$ cat src/rtl/gradient_update_net_pkg.sv
// Shared types and helpers for the gradient update (SGD) stage.
package gradient_update_net_pkg;

    // Q8.8 sample data and the wide accumulator type
    typedef logic signed [15:0] data_type;
    typedef logic signed [31:0] double_data_type;

    localparam double_data_type DATA_MAX = 32'sd32767;
    localparam double_data_type DATA_MIN = -32'sd32768;

    // Clamp a wide value into the data_type range
    function automatic data_type sat16(input double_data_type v);
        data_type r;
        if (v > DATA_MAX) begin
            r = 16'sh7FFF;
        end else if (v < DATA_MIN) begin
            r = 16'sh8000;
        end else begin
            r = v[15:0];
        end
        return r;
    endfunction

endpackage

$ cat src/rtl/gradient_update_net_sat_sub_shift.sv
// Element-wise SGD step: nxt = sat(cur - (acc >>> SHIFT)).
module sat_sub_shift
    import gradient_update_net_pkg::*;
#(
    parameter int unsigned SHIFT = 2
) (
    input  data_type        cur_i,
    input  double_data_type acc_i,
    output data_type        nxt_o
);

    double_data_type step;
    double_data_type diff;

    // Arithmetic shift floors toward -inf; the 32-bit difference cannot
    // overflow because |step| is bounded by the 16-bit sample range.
    always_comb begin
        step  = acc_i >>> SHIFT;
        diff  = double_data_type'(cur_i) - step;
        nxt_o = sat16(diff);
    end

endmodule

$ cat src/rtl/gradient_update_net.sv
// Mini-batch gradient accumulator with a shift-based SGD weight update.
module gradient_update_net
    import gradient_update_net_pkg::*;
#(
    parameter int unsigned ROWS       = 2,
    parameter int unsigned COLS       = 2,
    parameter int unsigned LOG2_BATCH = 2,
    parameter int unsigned LR_SHIFT   = 0
) (
    input  logic     clk,
    input  logic     reset,
    input  logic     enable,
    input  logic     grad_valid,
    input  data_type dW     [0:ROWS-1][0:COLS-1],
    input  data_type db     [0:ROWS-1][0:0],
    input  logic     load_init,
    input  data_type W_init [0:ROWS-1][0:COLS-1],
    input  data_type b_init [0:ROWS-1][0:0],
    output data_type W      [0:ROWS-1][0:COLS-1],
    output data_type b      [0:ROWS-1][0:0],
    output logic     busy,
    output logic     update_done,
    output logic     overrun
);

    typedef enum logic [1:0] {
        ST_ACCUM = 2'd0,
        ST_APPLY = 2'd1,
        ST_DONE  = 2'd2
    } state_t;

    localparam logic [15:0] LAST = 16'((32'd1 << LOG2_BATCH) - 32'd1);

    state_t          state_q, state_d;
    logic [15:0]     count_q, count_d;
    double_data_type accW_q [0:ROWS-1][0:COLS-1];
    double_data_type accW_d [0:ROWS-1][0:COLS-1];
    double_data_type accb_q [0:ROWS-1][0:0];
    double_data_type accb_d [0:ROWS-1][0:0];
    data_type        W_q    [0:ROWS-1][0:COLS-1];
    data_type        W_d    [0:ROWS-1][0:COLS-1];
    data_type        b_q    [0:ROWS-1][0:0];
    data_type        b_d    [0:ROWS-1][0:0];
    data_type        W_upd  [0:ROWS-1][0:COLS-1];
    data_type        b_upd  [0:ROWS-1][0:0];
    logic            busy_q, busy_d;
    logic            done_q, done_d;
    logic            ovr_q, ovr_d;

    for (genvar r = 0; r < ROWS; r++) begin : g_row
        for (genvar c = 0; c < COLS; c++) begin : g_col
            sat_sub_shift #(
                .SHIFT(LOG2_BATCH + LR_SHIFT)
            ) u_w (
                .cur_i(W_q[r][c]),
                .acc_i(accW_q[r][c]),
                .nxt_o(W_upd[r][c])
            );
        end
        sat_sub_shift #(
            .SHIFT(LOG2_BATCH + LR_SHIFT)
        ) u_b (
            .cur_i(b_q[r][0]),
            .acc_i(accb_q[r][0]),
            .nxt_o(b_upd[r][0])
        );
    end

    // Next-state logic: load_init overrides everything, enable gates the FSM
    always_comb begin
        state_d = state_q;
        count_d = count_q;
        accW_d  = accW_q;
        accb_d  = accb_q;
        W_d     = W_q;
        b_d     = b_q;
        busy_d  = busy_q;
        done_d  = 1'b0;
        ovr_d   = 1'b0;
        if (load_init) begin
            state_d = ST_ACCUM;
            count_d = '0;
            W_d     = W_init;
            b_d     = b_init;
            for (int unsigned r = 0; r < ROWS; r++) begin
                for (int unsigned c = 0; c < COLS; c++) begin
                    accW_d[r][c] = '0;
                end
                accb_d[r][0] = '0;
            end
        end else if (enable) begin
            unique case (state_q)
                ST_ACCUM: begin
                    if (grad_valid) begin
                        for (int unsigned r = 0; r < ROWS; r++) begin
                            for (int unsigned c = 0; c < COLS; c++) begin
                                accW_d[r][c] = accW_q[r][c] + double_data_type'(dW[r][c]);
                            end
                            accb_d[r][0] = accb_q[r][0] + double_data_type'(db[r][0]);
                        end
                        if (count_q == LAST) begin
                            count_d = '0;
                            state_d = ST_APPLY;
                        end else begin
                            count_d = count_q + 16'd1;
                        end
                    end
                end
                ST_APPLY: begin
                    W_d     = W_upd;
                    b_d     = b_upd;
                    done_d  = 1'b1;
                    ovr_d   = grad_valid;
                    state_d = ST_DONE;
                end
                ST_DONE: begin
                    for (int unsigned r = 0; r < ROWS; r++) begin
                        for (int unsigned c = 0; c < COLS; c++) begin
                            accW_d[r][c] = '0;
                        end
                        accb_d[r][0] = '0;
                    end
                    ovr_d   = grad_valid;
                    state_d = ST_ACCUM;
                end
                default: state_d = ST_ACCUM;
            endcase
        end
        busy_d = (state_d != ST_ACCUM);
    end

    // State and datapath registers with synchronous reset
    always_ff @(posedge clk) begin
        if (reset) begin
            state_q <= ST_ACCUM;
            count_q <= '0;
            busy_q  <= 1'b0;
            done_q  <= 1'b0;
            ovr_q   <= 1'b0;
            for (int unsigned r = 0; r < ROWS; r++) begin
                for (int unsigned c = 0; c < COLS; c++) begin
                    accW_q[r][c] <= '0;
                    W_q[r][c]    <= '0;
                end
                accb_q[r][0] <= '0;
                b_q[r][0]    <= '0;
            end
        end else begin
            state_q <= state_d;
            count_q <= count_d;
            busy_q  <= busy_d;
            done_q  <= done_d;
            ovr_q   <= ovr_d;
            accW_q  <= accW_d;
            accb_q  <= accb_d;
            W_q     <= W_d;
            b_q     <= b_d;
        end
    end

    assign W           = W_q;
    assign b           = b_q;
    assign busy        = busy_q;
    assign update_done = done_q;
    assign overrun     = ovr_q;

endmodule

$ cat config.mk
export PLATFORM = sky130hd
export DESIGN_NAME = gradient_update_net
export DESIGN_NICKNAME = d
export VERILOG_FILES = /design/src/rtl/gradient_update_net_pkg.sv /design/src/rtl/gradient_update_net_sat_sub_shift.sv /design/src/rtl/gradient_update_net.sv
export SDC_FILE = /design/constraint.sdc
export NUM_CORES = 1
export LEC_CHECK = 0
export ABC_CLOCK_PERIOD_IN_PS = 3700
export BUFFER_PORTS_ARGS = -buffer_cell sky130_fd_sc_hd__buf_2
export CORE_MARGIN = 3
export CORE_UTILIZATION = 55
export CTS_CLUSTER_SIZE = 28
export DETAILED_ROUTE_END_ITERATION = 8
export GPL_TIMING_DRIVEN = 0
export PLACE_DENSITY = 0.78
export SYNTH_ARGS = -nofsm -noshare
export SYNTH_HDL_FRONTEND = slang
export SYNTH_SLANG_ARGS = --single-unit
$ cat constraint.sdc
create_clock -name clk -period 3.7 [get_ports clk]
set_input_delay 0 -clock clk [delete_from_list [all_inputs] [get_ports clk]]
set_output_delay 0 -clock clk [all_outputs]
set_load 0.02 [all_outputs]
==> results.sh, run 1 <==
export IMPL_start_kind="register"
export IMPL_wl_met2_um=50500
export IMPL_syn_area_per_cell_sq_um=7.44
export IMPL_swShare=0.378
export IMPL_synth_area_sq_mm=0.0307
export IMPL_grt_pass1_wl_um=167000
export IMPL_wire_per_inst_um=20.6
export IMPL_pwr_density_cell_mw_per_mm2=349
export IMPL_cts_root_buffer="clkbuf_16"
export IMPL_dr_wl_met3_um=10900
export IMPL_grtUsageTotal=0.346
export IMPL_port_buffer_count=292
export IMPL_num_rows=85
export IMPL_fin_crit_ps=3920
export IMPL_place_ws_ps=-1200
export IMPL_hold_viol=0
export IMPL_critical_path_class="register to register"
export IMPL_clock_path_buffers=3
export IMPL_synth_edf_count=0
export IMPL_grt_remaining_overflow=0
export IMPL_die_area_sq_mm=0.0586
export IMPL_dr_total_vias=34600
export IMPL_drv_cap=0
export IMPL_instances_no_fill=5481
export IMPL_end_kind="register"
export IMPL_ys_ff_latch=309
export IMPL_crit_required_ps=4150
export IMPL_finalClockSkew_ps=19.1
export IMPL_syn_num_nets=4699
export IMPL_drt_first_iter_violations=3397
export IMPL_holdPathStages=5
export IMPL_firstDrtPassIters=5
export IMPL_vdd_drop_max_mv=0.316
export IMPL_rsz0062_at_grt="true"
export IMPL_worst_pin_slew_ps=1490
export IMPL_synthCells=4120
export IMPL_final_layout_size_suffix_gt1_frac=0.192
export IMPL_highest_layer="met5"
export IMPL_p_sw_mw=5.15
export IMPL_die_width_um=242
export IMPL_dp_cells=5151
export IMPL_viasPerCell=6.31
export IMPL_core_sq_mm=0.0545
export IMPL_initial_core_util=0.563
export IMPL_fin_nets=5290
export IMPL_drt_total_wl_um=113000
export IMPL_yosys_warnings=0
export IMPL_die_h_um=242
export IMPL_cp_max_fo=4
export IMPL_layout_commonest_cell="nor2_1"
export IMPL_p_clk_frac=0.314
export IMPL_cts_sink_count=309
export IMPL_wl_met1_um=45600
export IMPL_power_frac_comb=0.420
export IMPL_htreeDepth=2
export IMPL_antenna_found_initial=9
export IMPL_slew_headroom=0.00575
export IMPL_fillerInstances=4158
export IMPL_cts_tree="done"
export IMPL_gp_congestion=0.969
export IMPL_leakage_nw=16.9
export IMPL_ys_async_sr_fraction=0
export IMPL_setup_ws_ps=-217
export IMPL_p_int_mw=8.48
export IMPL_setup_violations=71
export IMPL_status="complete, but fails checks"
export IMPL_ys_seq_area_frac=0.202
export IMPL_boundaryPins=296
export IMPL_slew_viol_final=0
export IMPL_drc=0
export IMPL_ys_flop_type="dfxtp_1"
export IMPL_fmax_mhz=255
export IMPL_violations="negative setup slack"
export IMPL_r2r_cells=16
export IMPL_antenna_cells=0
export IMPL_grt_max_degree=18
export IMPL_ant_nets=0
export IMPL_layout_common_cells="nor2_1 (511), a21oi_1 (380), ha_1 (324)"
export IMPL_hp_class="input pin to register"
export IMPL_area_growth_pct=27.3
export IMPL_path_clk_slew_ps=60
export IMPL_post_route_period_util=1.06
export IMPL_final_util=0.717
export IMPL_clk_latency_ps=590
export IMPL_cp_arrival_ps=4370
export IMPL_numCtsBuffers=41
export IMPL_pwr_share_seq=0.267
export IMPL_synth_cell_type_count=97
export IMPL_dp_hpwl_um=76800
export IMPL_grt_pass1_vias=31300
==> final cells by class <==
cell class                      count  area [sq um]  area share
Clock inverter                     11           111     0.00285
Multi-Input combinational cell   3381         24700       0.633
Buffer                            137           762      0.0195
Clock buffer                       63          1310      0.0336
Inverter                          287          1080      0.0277
Sequential cell                   309          6260       0.160
Tap cell                          739           925      0.0237
Timing Repair Buffer              554          3870      0.0991
==> stage by stage <==
stage          power (mW)  TNS (ps)  hold WS (ps)  cell area, sq um
2_1_floorplan        6.98         0           137             30700
4_1_cts              12.9     -1980          5.66             37400
3_3_place_gp         8.00    -66780           233             33100
3_5_place_dp         8.05    -69310           243             33100
5_1_grt              14.2    -10380          55.1             39000
6_report             13.6     -3500          11.2             39000
==> critical path, cell delays in order, from the launching register on <==
cell       delay, ps
dfxtp_2          360
inv_2             60
ha_4             170
fa_2             370
nor2b_2          160
o2111ai_2        150
and4_4           210
and4b_2          330
nor3_2            60
or2_4            250
or4b_4           520
nor4_2           160
nand4_1          170
o21ai_4          260
buf_6            170
nand2b_1          70
a211oi_1         300
==> cell families (layout without fill, tap and decap cells) <==
family,count (synthesis),after routing,synth area share
buf+inv,430,1052,0.0582
fa+ha+maj,382,382,0.159
simple gates,1328,1328,0.202
mux,7,7,0.00237
xor+xnor,299,299,0.0854
flops,309,309,0.202
compound gates,1365,1365,0.291
==> metal layers <==
metal | vias up | GRT usage
li1 | 16100 | -
met1 | 16200 | 0.448
met2 | 1788 | 0.567
met3 | 433 | 0.0629
met4 | 10 | 0.144
met5 | - | 0
==> path summary, 6_finish.rpt <==
kind	to	slack (ps)	startpoint
worst min-delay path	accW_q[74]	10	dW[42]
worst max register to register	b[0]	-220	b[0]
worst min register to register	accW_q[31]	470	accW_q[31]
worst max-delay path	b[0]	-220	b[0]
==> power groups by stage <==
stage / registers [mW] / logic (mW) / clock network [mW]
6_report: 3.63 / 5.72 / 4.27
3_3_place_gp: 3.69 / 4.31 / 0
3_5_place_dp: 3.69 / 4.36 / 0
5_1_grt: 3.64 / 6.15 / 4.41
4_1_cts: 3.62 / 4.99 / 4.27
2_1_floorplan: 3.72 / 3.26 / 0
==> Yosys cell counts (10+ instances only) <==
cell type,n,share of area
a2111oi_0,14,0.0040
a211oi_1,98,0.024
a211oi_2,10,0.0041
a21boi_0,16,0.0039
a21o_1,141,0.035
a21oi_1,409,0.067
a22oi_1,115,0.028
a31oi_1,34,0.0069
a32oi_1,11,0.0031
and2_1,14,0.0029
and3_1,33,0.0067
and4_1,11,0.0031
buf_2,10,0.0016
clkbuf_1,114,0.014
dfxtp_1,309,0.20
fa_1,12,0.0078
ha_1,370,0.15
inv_1,287,0.035
nand2_1,300,0.037
nand2b_1,78,0.016
nand3_1,92,0.015
nand3b_1,13,0.0032
nand4_1,53,0.011
nor2_1,519,0.064
nor2b_1,43,0.0088
nor3_1,64,0.010
nor3b_1,11,0.0027
nor4_1,26,0.0053
o211ai_1,32,0.0078
o21a_1,38,0.0093
o21ai_0,233,0.038
o21bai_1,51,0.012
o311ai_0,10,0.0029
o31ai_1,21,0.0051
o41ai_1,11,0.0031
or2_2,13,0.0027
or3_1,27,0.0055
xnor2_1,185,0.053
xor2_1,114,0.033
==> sequential cells by signal (all words and copies together), names as in the netlist <==
name	count
accb_q	64
b	32
update_done	1
state_q	2
W	64
count_q	16
busy	1
accW_q	128
overrun	1
==> repair_timing <==
action,CTS,global route
endpoints found under the hold margin,143,0
pin swaps,90,147
gates cloned,6,1
hold buffers,137,0
resized for setup,238,296
setup buffers,63,56
endpoints found under the setup margin,127,117
Power figures use the tool's default switching activity.
==> inputs of run 2 (changes only) <==
Settings changed: CORE_UTILIZATION 55 to 45, CTS_CLUSTER_DIAMETER set to 150, PLACE_DENSITY 0.78 to 0.69.
==> run 2 against run 1 <==
Against the previous run:
- the flow still finishes with violations (negative setup slack)
- register-to-register slack better by 90 ps
- setup slack better by 94 ps
- clock-buffer cell count is 48 lower
- largest cell class unchanged
- highest routed layer unchanged
==> results.sh, run 2 (synthesis results as in run 1) <==
export IMPL_status="complete, but fails checks"
export IMPL_violations="negative setup slack"
export IMPL_rsz0062_at_grt="true"
export IMPL_hp_class="input pin to register"
export IMPL_place_ws_ps=-993
export IMPL_die_h_um=267
export IMPL_final_layout_size_suffix_gt1_frac=0.188
export IMPL_grt_pass1_vias=29800
export IMPL_die_width_um=267
export IMPL_layout_commonest_cell="nor2_1"
export IMPL_crit_required_ps=4160
export IMPL_cp_max_fo=5
export IMPL_multi_input_area_sq_mm=0.0248
export IMPL_grtUsageTotal=0.280
export IMPL_r2r_cells=15
export IMPL_cp_depth=15
export IMPL_leakage_nw=16.3
export IMPL_clk_latency_ps=560
export IMPL_start_kind="register"
export IMPL_worst_pin_slew_ps=1460
export IMPL_ant_nets=0
export IMPL_grt_pass1_wl_um=161000
export IMPL_wire_per_inst_um=19.4
export IMPL_grt_max_degree=29
export IMPL_drt_total_wl_um=107000
export IMPL_area_growth_pct=23.7
export IMPL_r2r_slack_ps=-120
export IMPL_boundaryPins=296
export IMPL_pwr_density_cell_mw_per_mm2=298
export IMPL_largest_reg_flops=128
export IMPL_top_register="accW_q"
export IMPL_viasPerCell=5.91
export IMPL_clock_path_buffers=3
export IMPL_cp_arrival_ps=4280
export IMPL_post_route_period_util=1.03
export IMPL_cp_startpoint="accb_q[3]"
export IMPL_fin_nets=5220
export IMPL_setup_ws_ps=-123
export IMPL_max_stage_delay_ps=460
export IMPL_layout_common_cells="nor2_1 (513), a21oi_1 (383), ha_1 (329)"
export IMPL_crit_path_end="b[10]"
export IMPL_path_cells="inv_2 -> ha_4 -> nor2b_4 -> o2111ai_2 -> and4b_4 -> or4_4 -> a2111oi_4 -> nor2_1 -> o311a_1 -> nor4_4 -> nand4_1 -> o21ai_4 -> buf_6 -> nand2_2 -> a211oi_2"
export IMPL_path_clk_slew_ps=120
export IMPL_fmax_mhz=262
export IMPL_drv_cap=0
export IMPL_drc=0
export IMPL_numCtsBuffers=15
export IMPL_setup_violations=34
export IMPL_firstDrtPassIters=6
export IMPL_finalClockSkew_ps=36.0
export IMPL_slew_viol_final=0
export IMPL_fillerInstances=6218
export IMPL_critPathBufInv=2
export IMPL_area_sequential_sq_mm=0.00628
export IMPL_cts_tree="done"
export IMPL_core_sq_mm=0.0673
export IMPL_crit_slowest_cell="or4_4"
export IMPL_hold_viol=0
export IMPL_die_area_sq_mm=0.0713
export IMPL_dp_hpwl_um=78600
export IMPL_final_util=0.563
export IMPL_cts_sink_count=309
export IMPL_antenna_found_initial=9
export IMPL_slew_headroom=0.0191
export IMPL_initial_core_util=0.456
export IMPL_gp_congestion=0.927
export IMPL_port_buffer_count=292
export IMPL_cpLargestDelayFamily="simple AND/OR/NAND/NOR gates"
export IMPL_num_rows=95
export IMPL_dr_total_vias=32700
export IMPL_r2r_start="accb_q[3]"
export IMPL_critical_path_class="register to register"
export IMPL_drt_first_iter_violations=2786
export IMPL_r2r_end="b[10]"
export IMPL_end_kind="register"
export IMPL_vdd_drop_max_mv=0.337
export IMPL_cts_root_buffer="clkbuf_16"
export IMPL_grt_remaining_overflow=0
export IMPL_fin_crit_ps=3820
export IMPL_htreeDepth=1
run 2: changes by cell type in the layout (fill, tap and decap cells not counted), moves of 8 or more:
cell / delta
dfxtp_2: +22
nand2_2: +8
o21ai_2: -8
a211oi_1: -15
a211oi_2: +14
clkbuf_16: -28
buf_4: -24
clkbuf_8: -17
clkbuf_1: -9
dfxtp_1: -19
nand2_1: -12
dlygate4sd3_1: -20
run 2: final cells by class:
cell class	instances	area share
inverter	287	0.0284
clock buffer	15	0.00990
multi-input combinational	3381	0.654
clock inverter	4	0.00102
antenna	7	0.000462
timing repair buffer	512	0.0917
buffer	135	0.0200
sequential	309	0.166
tap	873	0.0288
run 2: through the flow:
step | power (mW) | cells | setup TNS, ps | hold slack (ps) | area, sq um
2_1_floorplan | 6.98 | 4120 | 0 | 137 | 30700
3_3_place_gp | 8.02 | 5285 | -65020 | 235 | 33200
3_5_place_dp | 8.07 | 5285 | -69230 | 256 | 33200
4_1_cts | 10.7 | 5467 | -3370 | 1.87 | 36100
5_1_grt | 11.9 | 5520 | -9780 | 33.7 | 37900
6_report | 11.3 | 5523 | -1660 | 19.5 | 37900
run 2: what timing repair did:
action,in CTS,in global routing
setup buffers,44,52
endpoints found under the setup margin,125,140
endpoints found under the hold margin,120,0
pin swaps,99,132
gates cloned,5,3
hold buffers,117,0
gates resized for setup,242,341
run 2: how the worst min path moves through the flow:
stage	from	end	slack, ps	cells after the start
after floorplan	b_init[15]	b[15]	140	2
after global placement	b_init[31]	b[31]	230	3
after global routing	dW[23]	accW_q[39]	30	5
after CTS	dW[12]	accW_q[12]	2	4
after detailed placement	b_init[31]	b[31]	260	3
final	dW[12]	accW_q[12]	20	4
run 2: worst min-delay path, cell delays in order:
cell     delay, ps
buf_2           80
ha_1           210
xor2_1         120
o21ai_0        130
run 2: power by group:
| group | switching, mW | leakage [nW] | internal, mW | total, mW |
|---|---|---|---|---|
| clock | 1.30 | 0.204 | 0.764 | 2.06 |
| sequential | 0.158 | 2.54 | 3.46 | 3.62 |
| combinational | 3.19 | 13.5 | 2.42 | 5.61 |
run 2: metal layers:
layer  global-route usage  vias up  wire (um)
met4               0.0860        4       4080
met5                    0        -         39
met2                0.469     1149      48500
met1                0.374    15300      47300
met3               0.0364      217       7300
li1                     -    16000          -
